--- config.mk ---
export PLATFORM = sky130hd
export DESIGN_NAME = seg_reader
export DESIGN_NICKNAME = d
export VERILOG_FILES = /design/src/rtl/seg_pkg.sv /design/src/rtl/seg_glyph_dec.sv /design/src/rtl/seg_reader.sv
export SDC_FILE = /design/constraint.sdc
export NUM_CORES = 1
export LEC_CHECK = 0
export CORE_ASPECT_RATIO = 0.5
export CORE_MARGIN = 10
export CORE_UTILIZATION = 30
export DETAILED_ROUTE_END_ITERATION = 8
export GPL_TIMING_DRIVEN = 0
export PLACE_DENSITY = 0.52
export RECOVER_POWER = 50
export REMOVE_ABC_BUFFERS = 1
export SETUP_SLACK_MARGIN = 0.05
export SYNTH_ARGS = -nofsm -noshare
export SYNTH_HDL_FRONTEND = slang
export SYNTH_HIERARCHICAL = 1
export SYNTH_SLANG_ARGS = --single-unit
--- constraint.sdc ---
create_clock -name clk -period 3.45 [get_ports clk]
set_input_delay 0.5175 -clock clk [delete_from_list [all_inputs] [get_ports clk]]
set_output_delay 0.5175 -clock clk [all_outputs]
set_load 0.05 [all_outputs]
--- src/rtl/seg_pkg.sv ---
// Shared seven-segment definitions: glyph table (active-low, a..g = bit 6..0),
// the all-off pattern and the frame-assembly FSM state type.
package seg_pkg;

  localparam logic [6:0] SEG_ALL_OFF = 7'b1111111;

  // Index n holds the active-low segment pattern that displays hex digit n.
  localparam logic [6:0] GLYPH_TABLE [16] = '{
    7'b0000001, 7'b1001111, 7'b0010010, 7'b0000110,
    7'b1001100, 7'b0100100, 7'b0100000, 7'b0001111,
    7'b0000000, 7'b0000100, 7'b0001000, 7'b1100000,
    7'b0110001, 7'b1000010, 7'b0110000, 7'b0111000
  };

  typedef enum logic [0:0] {
    ST_COLLECT = 1'b0,
    ST_EMIT    = 1'b1
  } seg_state_e;

endpackage

--- src/rtl/seg_glyph_dec.sv ---
// Combinational inverse of the glyph table: pattern -> nibble plus err/blank flags.
module seg_glyph_dec
  import seg_pkg::*;
(
  input  logic [6:0] seg_i,
  output logic [3:0] nibble_o,
  output logic       err_o,
  output logic       blank_o
);

  always_comb begin
    nibble_o = 4'h0;
    err_o    = 1'b1;
    blank_o  = 1'b0;
    if (seg_i == SEG_ALL_OFF) begin
      err_o   = 1'b0;
      blank_o = 1'b1;
    end else begin
      for (int i = 0; i < 16; i++) begin
        if (seg_i == GLYPH_TABLE[i]) begin
          nibble_o = 4'(i);
          err_o    = 1'b0;
        end
      end
    end
  end

endmodule

--- src/rtl/seg_reader.sv ---
// Recovers a 4-digit hex frame by snooping a multiplexed seven-segment display:
// debounce each digit, collect all four, then publish value/err/blank together.
module seg_reader
  import seg_pkg::*;
#(
  parameter int STABLE_CYCLES  = 4,
  parameter int TIMEOUT_CYCLES = 65535
) (
  input  logic        clk,
  input  logic        rst,
  input  logic [6:0]  seg_in,
  input  logic [3:0]  an_in,
  output logic [15:0] value,
  output logic        frame_valid,
  output logic [3:0]  err,
  output logic [3:0]  blank,
  output logic        stale,
  output seg_state_e  state_dbg
);

  localparam int IW = $clog2(TIMEOUT_CYCLES + 1);

  logic [6:0]  seg_q, prev_seg_q;
  logic [3:0]  an_q, prev_an_q;
  logic [7:0]  cnt_q, cnt_d;
  logic [3:0]  seen_q, seen_d;
  logic [15:0] nib_q, nib_d;
  logic [3:0]  sh_err_q, sh_err_d, sh_blank_q, sh_blank_d;
  logic [IW-1:0] idle_q, idle_d;
  seg_state_e  state_q, state_d;
  logic [15:0] value_q, value_d;
  logic [3:0]  err_q, err_d, blank_q, blank_d;
  logic        fv_q, fv_d, stale_q, stale_d;

  logic        candidate, same, accept;
  logic [1:0]  dig_idx;
  logic [3:0]  dig_bit;
  logic [3:0]  dec_nib;
  logic        dec_err, dec_blank;

  seg_glyph_dec u_dec (
    .seg_i    (seg_q),
    .nibble_o (dec_nib),
    .err_o    (dec_err),
    .blank_o  (dec_blank)
  );

  // Debounce: a digit is taken once, on the sample where the run length hits STABLE_CYCLES.
  always_comb begin
    candidate = $onehot(~an_q);
    same      = (seg_q == prev_seg_q) && (an_q == prev_an_q);
    cnt_d     = 8'd1;
    if (!candidate)
      cnt_d = 8'd0;
    else if (same && cnt_q != 8'd0)
      cnt_d = (cnt_q == 8'hFF) ? cnt_q : cnt_q + 8'd1;
    accept  = candidate && same && (cnt_q == 8'(STABLE_CYCLES - 1));
    dig_idx = 2'd0;
    for (int i = 0; i < 4; i++) begin
      if (!an_q[i]) dig_idx = 2'(i);
    end
    dig_bit = 4'b0001 << dig_idx;
  end

  always_comb begin
    nib_d      = nib_q;
    sh_err_d   = sh_err_q;
    sh_blank_d = sh_blank_q;
    if (accept) begin
      nib_d[4*dig_idx +: 4] = dec_nib;
      sh_err_d[dig_idx]     = dec_err;
      sh_blank_d[dig_idx]   = dec_blank;
    end
  end

  always_comb begin
    state_d = state_q;
    seen_d  = seen_q;
    idle_d  = idle_q;
    value_d = value_q;
    err_d   = err_q;
    blank_d = blank_q;
    fv_d    = 1'b0;
    stale_d = 1'b0;
    case (state_q)
      ST_COLLECT: begin
        if (accept) seen_d = seen_q | dig_bit;
        if (accept || seen_q == 4'h0) begin
          idle_d = '0;
        end else if (idle_q == IW'(TIMEOUT_CYCLES - 1)) begin
          idle_d  = '0;
          seen_d  = 4'h0;
          stale_d = 1'b1;
        end else begin
          idle_d = idle_q + 1'b1;
        end
        if (seen_d == 4'hF) begin
          state_d = ST_EMIT;
          idle_d  = '0;
        end
      end
      ST_EMIT: begin
        // Shadow regs still hold the completed frame; a same-cycle accept starts the next one.
        value_d = nib_q;
        err_d   = sh_err_q;
        blank_d = sh_blank_q;
        fv_d    = 1'b1;
        seen_d  = accept ? dig_bit : 4'h0;
        idle_d  = '0;
        state_d = ST_COLLECT;
      end
      default: state_d = ST_COLLECT;
    endcase
  end

  always_ff @(posedge clk) begin
    if (rst) begin
      seg_q      <= '0;
      an_q       <= '0;
      prev_seg_q <= '0;
      prev_an_q  <= '0;
      cnt_q      <= '0;
      seen_q     <= '0;
      nib_q      <= '0;
      sh_err_q   <= '0;
      sh_blank_q <= '0;
      idle_q     <= '0;
      state_q    <= ST_COLLECT;
      value_q    <= '0;
      err_q      <= '0;
      blank_q    <= '0;
      fv_q       <= 1'b0;
      stale_q    <= 1'b0;
    end else begin
      seg_q      <= seg_in;
      an_q       <= an_in;
      prev_seg_q <= seg_q;
      prev_an_q  <= an_q;
      cnt_q      <= cnt_d;
      seen_q     <= seen_d;
      nib_q      <= nib_d;
      sh_err_q   <= sh_err_d;
      sh_blank_q <= sh_blank_d;
      idle_q     <= idle_d;
      state_q    <= state_d;
      value_q    <= value_d;
      err_q      <= err_d;
      blank_q    <= blank_d;
      fv_q       <= fv_d;
      stale_q    <= stale_d;
    end
  end

  assign value       = value_q;
  assign err         = err_q;
  assign blank       = blank_q;
  assign frame_valid = fv_q;
  assign stale       = stale_q;
  assign state_dbg   = state_q;

endmodule

==> results of run 1 <==
==> power groups by stage <==
stage          clock (mW)  sequential, mW  combinational [mW]
3_5_place_dp            0            1.23               0.131
6_report             1.13            1.21               0.137
5_1_grt              1.21            1.21               0.151
2_1_floorplan           0            1.22              0.0806
4_1_cts              1.16            1.21               0.138
3_3_place_gp            0            1.23               0.127
==> per-layer routing <==
metal	GRT usage (%)	up-vias	share of wire, %
li1	-	1763	-
met1	12.55	1673	48
met2	16.98	38	48
met3	2.626	9	3.8
met4	2.763	0	0.90
met5	0	-	0
==> metrics by stage <==
stage          cells  setup WS, ns  hold WS (ns)
2_1_floorplan    445       -0.3270        0.4360
3_3_place_gp     688        -1.199        0.4588
3_5_place_dp     689        -1.257        0.4618
4_1_cts          715       0.05489        0.4700
5_1_grt          716        0.1160        0.5035
6_report         716        0.2624        0.4703
==> path summary, 6_finish.rpt <==
path | startpoint | endpoint | cells after the start
hold / removal | idle_q[0] | idle_q[0] | 1
hold reg to reg | idle_q[0] | idle_q[0] | 1
setup reg to reg | an_q[1] | idle_q[15] | 11
setup / recovery | an_q[1] | idle_q[15] | 11
==> repair_timing <==
item | in CTS | in global routing
buffers inserted | 10 | 1
pin swaps | 2 | 1
gates resized for setup | 6 | 3
setup endpoints to repair | 45 | 45
cloned | 1 | 0
==> sequential cells by signal, summed over array words and instances, names as in the netlist <==
name / count
sh_err_q: 4
err: 4
state_dbg: 1
nib_q: 16
seg_q: 7
cnt_q: 8
blank: 4
prev_seg_q: 7
value: 16
sh_blank_q: 4
frame_valid: 1
an_q: 4
prev_an_q: 4
seen_q: 4
idle_q: 16
stale: 1
==> cell usage in the layout (no fill, tap or decap), types with 5 or more instances in the layout <==
cell             netlist  final
a211oi_2              10     10
nor3_1                 5      5
nor2b_1               23     23
mux2i_1               34     34
dfxtp_1              101     98
clkbuf_16              0      9
inv_1                 11     11
dlygate4sd3_1          0     17
buf_4                  3      9
nand2_1               18     18
a21oi_1               23     23
nand3_1               22     22
xnor2_1                5      5
nor2_1                53     53
nand4b_1               7      7
xor2_1                23     23
nand4_1               15     15
o21ai_0               19     19
ha_1                   6      6
a211oi_1               9      9
clkdlybuf4s50_1        0     21
==> area by class of cell <==
cell class	instances	share of cell area [%]
tap	204	4.594
timing repair buffer	51	8.939
inverter	11	0.7431
multi-input combinational	334	43.30
clock buffer	10	4.121
sequential	101	36.50
clock inverter	5	1.801
==> kinds of logic (layout without fill, tap and decap cells) <==
group,after synthesis,count (layout),synth area share (%)
fa+ha+maj,7,7,2.045
mux,34,34,7.318
simple gates,180,181,22.60
compound gates,84,84,13.45
xor+xnor,28,28,5.273
flops,101,101,43.48
buf+inv,46,77,5.838
==> critical path, delay by kind of cell, from the launching register on <==
kind | cells | cell delay (ns)
DFF | 1 | 0.42
buffers and inverters | 3 | 0.42
adders and majority gates | 3 | 0.97
and+or+nand+nor | 3 | 0.90
AOI/OAI and AO/OA | 2 | 0.32
==> results.yml, run 1 <==
floorplanning:
  die_h_um: 108.0
  start_util_pct: 30.41
  die_width_um: 196.1
  std_cell_rows: 32
  ios: 40
  core_mm2: 0.01529
  dieArea_mm2: 0.02118
worst_setup_path:
  crit_path_end_kind: "flop"
  max_stage_delay_ns: 0.52
  crit_slowest_cell: "fa_1"
  arrival_ns: 3.40
  ff2ff_setup_slack_ns: 0.26
  path_cells: "fa_1, inv_1, ha_1, ha_1, or3b_4, nor4_4, buf_4, nand4b_4, o22ai_4, buf_12, a211oi_1"
  criticalPathCategory: "flop to flop"
  crit_top_cell: "ha_1"
  cp.required_ns: 3.67
  start_kind: "flop"
  worstPathMaxFanout: 19
drt:
  drc: 0
  via_count: 3483
  wl_um: 10600
  via_per_inst: 4.865
  drt_iter0_drc: 173
  ant_nets: 0
  dr.pass1.iters: 4
  route.detailed.wl_per_inst_um: 14.81
synth:
  synthTopCellsByArea: "dfxtp_1 (43%), mux2i_1 (7.3%), xor2_1 (4.3%)"
  synth-edff-count: 0
  avgSynthCellArea_um2: 9.689
  netlist_instances: 480
  synth_top_flop_cell: "dfxtp_1"
  synth-async-reset-ratio_pct: 0
  ys_seq_area_share_pct: 43.48
  synth_commonest_cells: "dfxtp_1 (101), nor2_1 (53), mux2i_1 (34)"
  synth_top_area_share_pct: 43.48
  synth.largest_area_cell: "dfxtp_1"
  ys_ff_latch: 101
  yosysMostFrequentCell: "dfxtp_1"
  ys_warn_count: 6
  netlist-cell-type-count: 66
  syn_area_mm2: 0.004651
grt:
  grt_overflow: 0
  grt_usage_pct: 10.07
  grt_pass1_wl_um: 17520
  antenna_found_initial: 0
  grt_max_degree: 52
  grt_pass1_vias: 3363
layout:
  regArea_mm2: 0.002028
  postLayoutCoreUtil_pct: 36.33
  area_growth_pct: 19.48
  multi_input_area_mm2: 0.002406
  drive_above_1_share_pct: 12.30
  fin_area_mm2: 0.005557
  antennaDiodeCount: 0
  n_fill_cell: 1563
  finalNetCount: 528
clocking:
  clockRootBuffer: "clkbuf_16"
  htreeDepth: 3
  cts_tree: "built"
  path_clk_slew_ns: 0.07
  clock_path_buffers: 2
  clkSinkCount: 101
  cts_buffers: 9
  clk_latency_ns: 0.34
  cts_hold_buf: 0
place:
  gp_congestion: 0.7561
  placed_area_mm2: 0.005082
  io_buffers: 39
  dp_hpwl_um: 6730
flow_run:
  cap_violations: 0
pwr:
  vdd_ir_drop_max_uv: 209.9
  switchingPower_mw: 0.5303
  p_leak_nw: 1.923
  switching_share_pct: 21.47
  internal-power_mw: 1.939
  pwr-share-clk_pct: 45.6
  pwr-share-comb_pct: 5.5
  powerDensity_mw_per_mm2: 444.4
  finalPower_mw: 2.470
  seqPwrFrac_pct: 48.8
timing:
  fmax_ghz: 0.3137
  tightest_slew_ns: 1.128
  hold_viol: 0
  slew_headroom_pct: 24.79
  fin_crit_sh_pct: 92.39
  slew_violations: 0
  setup_viol: 0
  min_period_ns: 3.188
  skew_ns: 0.008703
  totalNegativeSetupSlack_ns: 0
  rsz0062_at_grt: "false"
outcome:
  status: "completed"
worst_hold_path:
  min_path_type: "flop to flop"
Power figures use the tool's default switching activity.
==> inputs of run 2 (changes only) <==
--- a/config.mk
+++ b/config.mk
@@ -6,8 +6,9 @@
 export NUM_CORES = 1
 export LEC_CHECK = 0
 export CORE_ASPECT_RATIO = 0.5
-export CORE_MARGIN = 10
+export CORE_MARGIN = 2
 export CORE_UTILIZATION = 30
+export CTS_CLUSTER_DIAMETER = 40
 export DETAILED_ROUTE_END_ITERATION = 8
 export GPL_TIMING_DRIVEN = 0
 export PLACE_DENSITY = 0.52
==> results.yml, run 2 (synthesis gave the netlist of run 1 again) <==
outcome:
  status: "finished with violations"
  violations: "capacitance limit, slew limit"
pwr:
  finalPower_mw: 2.393
  vdd_ir_drop_max_uv: 197.2
  internal-power_mw: 1.858
  powerDensity_mw_per_mm2: 431.7
  seqPwrFrac_pct: 50.3
  pwr-share-clk_pct: 43.9
  pwr-share-comb_pct: 5.7
  switching_share_pct: 22.38
  p_leak_nw: 1.917
  switchingPower_mw: 0.5357
worst_setup_path:
  ff2ff_setup_slack_ns: 0.19
  path_cells: "fa_1, inv_1, ha_1, ha_1, or3b_2, nor4_1, nor4b_4, buf_4, buf_4, mux2i_1, nor2_1"
  criticalPathCategory: "flop to flop"
  crit_path_end_kind: "flop"
  start_kind: "flop"
  crit_slowest_cell: "or3b_2"
  reg2reg_depth: 11
  rr_endpoint: "sh_err_q[2]"
  worstPathMaxFanout: 19
  reg2reg_from: "an_q[1]"
  max_stage_delay_ns: 0.54
  arrival_ns: 3.47
  cp.required_ns: 3.66
timing:
  timing.hold.ws_ns: 0.4748
  min_period_ns: 3.262
  hold_viol: 0
  tightest_slew_ns: 1.557
  setup_viol: 0
  skew_ns: 0.007009
  fmax_ghz: 0.3066
  slew_headroom_pct: -3.945
  fin_crit_sh_pct: 94.54
  rsz0062_at_grt: "false"
  slew_violations: 28
drt:
  route.detailed.wl_per_inst_um: 14.20
  via_count: 3453
  drc: 0
  wl_um: 10150
  via_per_inst: 4.829
  dr.pass1.iters: 4
  ant_nets: 0
  drt_iter0_drc: 183
place:
  dp_hpwl_um: 6340
  placed_area_mm2: 0.005082
  gp_congestion: 0.7706
  io_buffers: 39
grt:
  grt.met2_usage_pct: 20.40
  antenna_found_initial: 0
  met3_usage_pct: 2.859
  grt_max_degree: 50
  grt_pass1_vias: 3281
  busiest_layer: "met2"
  grt_overflow: 0
  grt_usage_pct: 12.69
  gr-usage-met1_pct: 16.95
  grt_pass1_wl_um: 16880
flow_run:
  cap_violations: 1
floorplanning:
  start_util_pct: 30.41
  ios: 40
  die_width_um: 180.1
  core_mm2: 0.01529
  std_cell_rows: 32
  die_h_um: 92.04
  dieArea_mm2: 0.01657
worst_hold_path:
  hold_end: "nib_q[2]"
  min_path_type: "flop to flop"
  hp-start: "nib_q[2]"
  whs_path_depth: 2
layout:
  final_common_cell: "dfxtp_1"
  postLayoutCoreUtil_pct: 36.25
  antennaDiodeCount: 0
  drive_above_1_share_pct: 11.94
  n_fill_cell: 1541
  fin_area_mm2: 0.005544
  layout_common_cells: "dfxtp_1 (99), nor2_1 (53), mux2i_1 (34)"
  finalNetCount: 526
  area_growth_pct: 19.21
clocking:
  clkSinkCount: 101
  clk_latency_ns: 0.34
  path_clk_slew_ns: 0.07
  htreeDepth: 3
  cts_hold_buf: 0
  clockRootBuffer: "clkbuf_16"
  cts_tree: "built"
  cts_buffers: 9
  clock_path_buffers: 2
==> run 2: cell count changes in the layout (fill, tap and decap cells not counted), moves of 2 or more <==
| cell | before | now |
|---|---|---|
| buf_12 | 2 | 4 |
| bufinv_16 | 3 | 1 |
| clkbuf_8 | 0 | 3 |
| buf_4 | 9 | 6 |
==> run 2: cell type report <==
| class | instances | area [µm²] | share of cell area, % |
|---|---|---|---|
| Multi-Input combinational cell | 334 | 2397 | 43.24 |
| Sequential cell | 101 | 2027 | 36.56 |
| Timing Repair Buffer | 49 | 510.5 | 9.208 |
| Clock buffer | 13 | 270.3 | 4.875 |
| Tap cell | 204 | 255.2 | 4.604 |
| Clock inverter | 3 | 42.54 | 0.7673 |
| Inverter | 11 | 41.29 | 0.7448 |
==> run 2: timing repair <==
action / CTS / global route
pin swaps: 2 / 1
gates resized for setup: 5 / 2
setup buffers: 8 / 1
cloned: 1 / 0
setup endpoints to repair: 45 / 45
==> run 2: critical path, delay by kind of cell (launching register included) <==
kind | cells | cell delay, ns
simple gates | 4 | 1.14
fa+ha+maj | 3 | 0.94
buf+inv | 3 | 0.41
flops | 1 | 0.41
mux | 1 | 0.20
==> run 2: stage by stage <==
step,setup TNS (ns),cells,setup WS (ns)
detailed placement,-36.61,689,-1.233
floorplan,-5.447,445,-0.3270
CTS,0,714,0.05310
finish,0,715,0.1885
global placement,-38.07,688,-1.162
global route,0,715,0.05419
==> run 2: worst max path at each step <==
stage / startpoint / endpoint / slack [ns] / cells after the start
after detailed placement: an_q[1] / idle_q[1] / -1.23 / 9
after global placement: an_q[1] / idle_q[8] / -1.16 / 9
after global routing: an_q[1] / nib_q[9] / 0.05 / 11
final: an_q[1] / sh_err_q[2] / 0.19 / 11
after CTS: an_q[3] / idle_q[1] / 0.05 / 10
after floorplan: an_q[1] / idle_q[0] / -0.33 / 9
==> run 2: power groups by stage <==
stage                     Clock (mW)  Sequential [mW]  Combinational, mW
final                           1.05             1.20              0.137
after global routing            1.13             1.21              0.151
after floorplan                    0             1.22             0.0806
after detailed placement           0             1.23              0.129
after global placement             0             1.23              0.127
after CTS                       1.08             1.21              0.137
==> run 2: metal layers <==
metal / up-vias / wire length, µm
li1: 1763 / -
met1: 1645 / 5103
met2: 38 / 4729
met3: 7 / 249
met4: 0 / 70
met5: - / 0
==> inputs of run 3 (changes only) <==
--- a/config.mk
+++ b/config.mk
@@ -7,11 +7,11 @@
 export LEC_CHECK = 0
 export CORE_ASPECT_RATIO = 0.5
 export CORE_MARGIN = 2
-export CORE_UTILIZATION = 30
+export CORE_UTILIZATION = 58
 export CTS_CLUSTER_DIAMETER = 40
 export DETAILED_ROUTE_END_ITERATION = 8
 export GPL_TIMING_DRIVEN = 0
-export PLACE_DENSITY = 0.52
+export PLACE_DENSITY = 0.85
 export RECOVER_POWER = 50
 export REMOVE_ABC_BUFFERS = 1
 export SETUP_SLACK_MARGIN = 0.05
==> constraint.sdc (replaced) <==
create_clock -name clk -period 3.45 [get_ports clk]
set_input_delay 0.8625 -clock clk [delete_from_list [all_inputs] [get_ports clk]]
set_output_delay 0.8625 -clock clk [all_outputs]
set_load 0.05 [all_outputs]
==> results.yml, run 3 (synthesis gave the netlist of run 1 again) <==
floorplanning:
  dieArea_mm2: 0.008794
  start_util_pct: 58.98
  std_cell_rows: 23
  die_h_um: 67.32
  die_width_um: 130.6
  ios: 40
  core_mm2: 0.007885
layout:
  regArea_mm2: 0.002028
  area_growth_pct: 16.38
  antennaDiodeCount: 0
  layout_common_cells: "dfxtp_1 (98), nor2_1 (53), mux2i_1 (34)"
  finalNetCount: 526
  multi_input_area_mm2: 0.002404
  final_common_cell: "dfxtp_1"
  n_fill_cell: 581
  fin_cells: 623
  drive_above_1_share_pct: 12.33
  postLayoutCoreUtil_pct: 68.64
worst_setup_path:
  criticalPathCategory: "flop to flop"
  worstPathMaxFanout: 19
  max_stage_delay_ns: 0.54
  reg2reg_depth: 11
  crit_slowest_cell: "or3b_2"
  crit_top_cell: "ha_1"
  cp.required_ns: 3.64
  start_kind: "flop"
  reg2reg_from: "an_q[1]"
  arrival_ns: 3.42
  path_cells: "fa_1, inv_1, ha_1, ha_1, or3b_2, nor4_2, nor4b_4, buf_4, buf_6, mux2i_1, nor2_1"
  setup.worst_path.start: "an_q[1]"
  crit_path_end_kind: "flop"
timing:
  finalWorstSetupSlack_ns: 0.2226
  hold_viol: 0
  rsz0062_at_grt: "false"
  min_period_ns: 3.227
  totalNegativeSetupSlack_ns: 0
  tightest_slew_ns: 1.250
  setup_viol: 0
  skew_ns: 0.007533
  fmax_ghz: 0.3098
  slew_headroom_pct: 16.64
  fin_crit_sh_pct: 93.55
  slew_violations: 0
clocking:
  cts_tree: "built"
  clk_latency_ns: 0.35
  clockRootBuffer: "clkbuf_16"
  clkSinkCount: 101
  clock_path_buffers: 2
  htreeDepth: 3
  path_clk_slew_ns: 0.07
  cts_buffers: 9
flow_run:
  cap_violations: 0
drt:
  wl_um: 10210
  drt_iter0_drc: 377
  route.detailed.wl_per_inst_um: 16.39
  dr.pass1.iters: 6
  via_per_inst: 5.892
  drc: 0
  via_count: 3671
  ant_nets: 0
grt:
  grt_pass1_vias: 3312
  grt_overflow: 0
  grt_pass1_wl_um: 16320
  grt_usage_pct: 24.13
  grt_max_degree: 48
  antenna_found_initial: 0
place:
  io_buffers: 39
  gp_congestion: 0.8467
  place_ws_ns: -1.048
  dp.cells: 597
  dp_hpwl_um: 6130
worst_hold_path:
  min_path_type: "flop to flop"
  hp-start: "idle_q[0]"
  whs_path_depth: 1
pwr:
  vdd_ir_drop_max_uv: 309.4
  p_leak_nw: 1.895
  powerDensity_mw_per_mm2: 434.6
outcome:
  status: "completed"
[run 3: worst paths after layout]
| check | end | slack [ns] |
|---|---|---|
| worst max-delay path | nib_q[9] | 0.22 |
| worst min-delay path | idle_q[0] | 0.47 |
| worst max register to register | nib_q[9] | 0.22 |
| worst min register to register | idle_q[0] | 0.47 |
[run 3: through the flow]
| step | cell area [µm²] | power, mW | hold slack, ns |
|---|---|---|---|
| 2_1_floorplan | 4420 | 1.304 | 0.4360 |
| 3_3_place_gp | 4951 | 1.353 | 0.4594 |
| 3_5_place_dp | 4967 | 1.358 | 0.4673 |
| 4_1_cts | 5400 | 2.367 | 0.4754 |
| 5_1_grt | 5413 | 2.436 | 0.4996 |
| 6_report | 5413 | 2.352 | 0.4744 |
[run 3: area by class of cell]
type                       count  share of cell area, %
inverter                      11                 0.7628
timing repair buffer          49                  9.200
multi-input combinational    334                  44.41
clock inverter                 6                  1.156
clock buffer                  10                  4.415
tap                          112                  2.589
sequential                   101                  37.47
[run 3: what timing repair did]
| action | in CTS | in global routing |
|---|---|---|
| gates cloned | 1 | 0 |
| hold buffers | 0 | 0 |
| resized for setup | 5 | 4 |
| buffers inserted | 7 | 2 |
| pin swaps | 2 | 1 |
| setup endpoints to repair | 45 | 45 |
[run 3: report_power, final]
part / internal (mW) / switching [mW]
Sequential: 1.18 / 0.0267
Combinational: 0.0563 / 0.0780
Clock: 0.579 / 0.434
[run 3: critical path: cells and delay by family (launching register included)]
kind          cells  cell delay, ns
mux               1            0.21
flops             1            0.41
fa+ha+maj         3            0.94
buf+inv           3            0.37
simple gates      4            1.13
[run 3: per-layer routing]
layer	vias up	share of wire, %	track usage, %
met5	-	0	0
met4	0	1.4	7.713
met3	18	6.2	6.498
met2	105	49	40.36
met1	1788	43	30.89
li1	1760	-	-
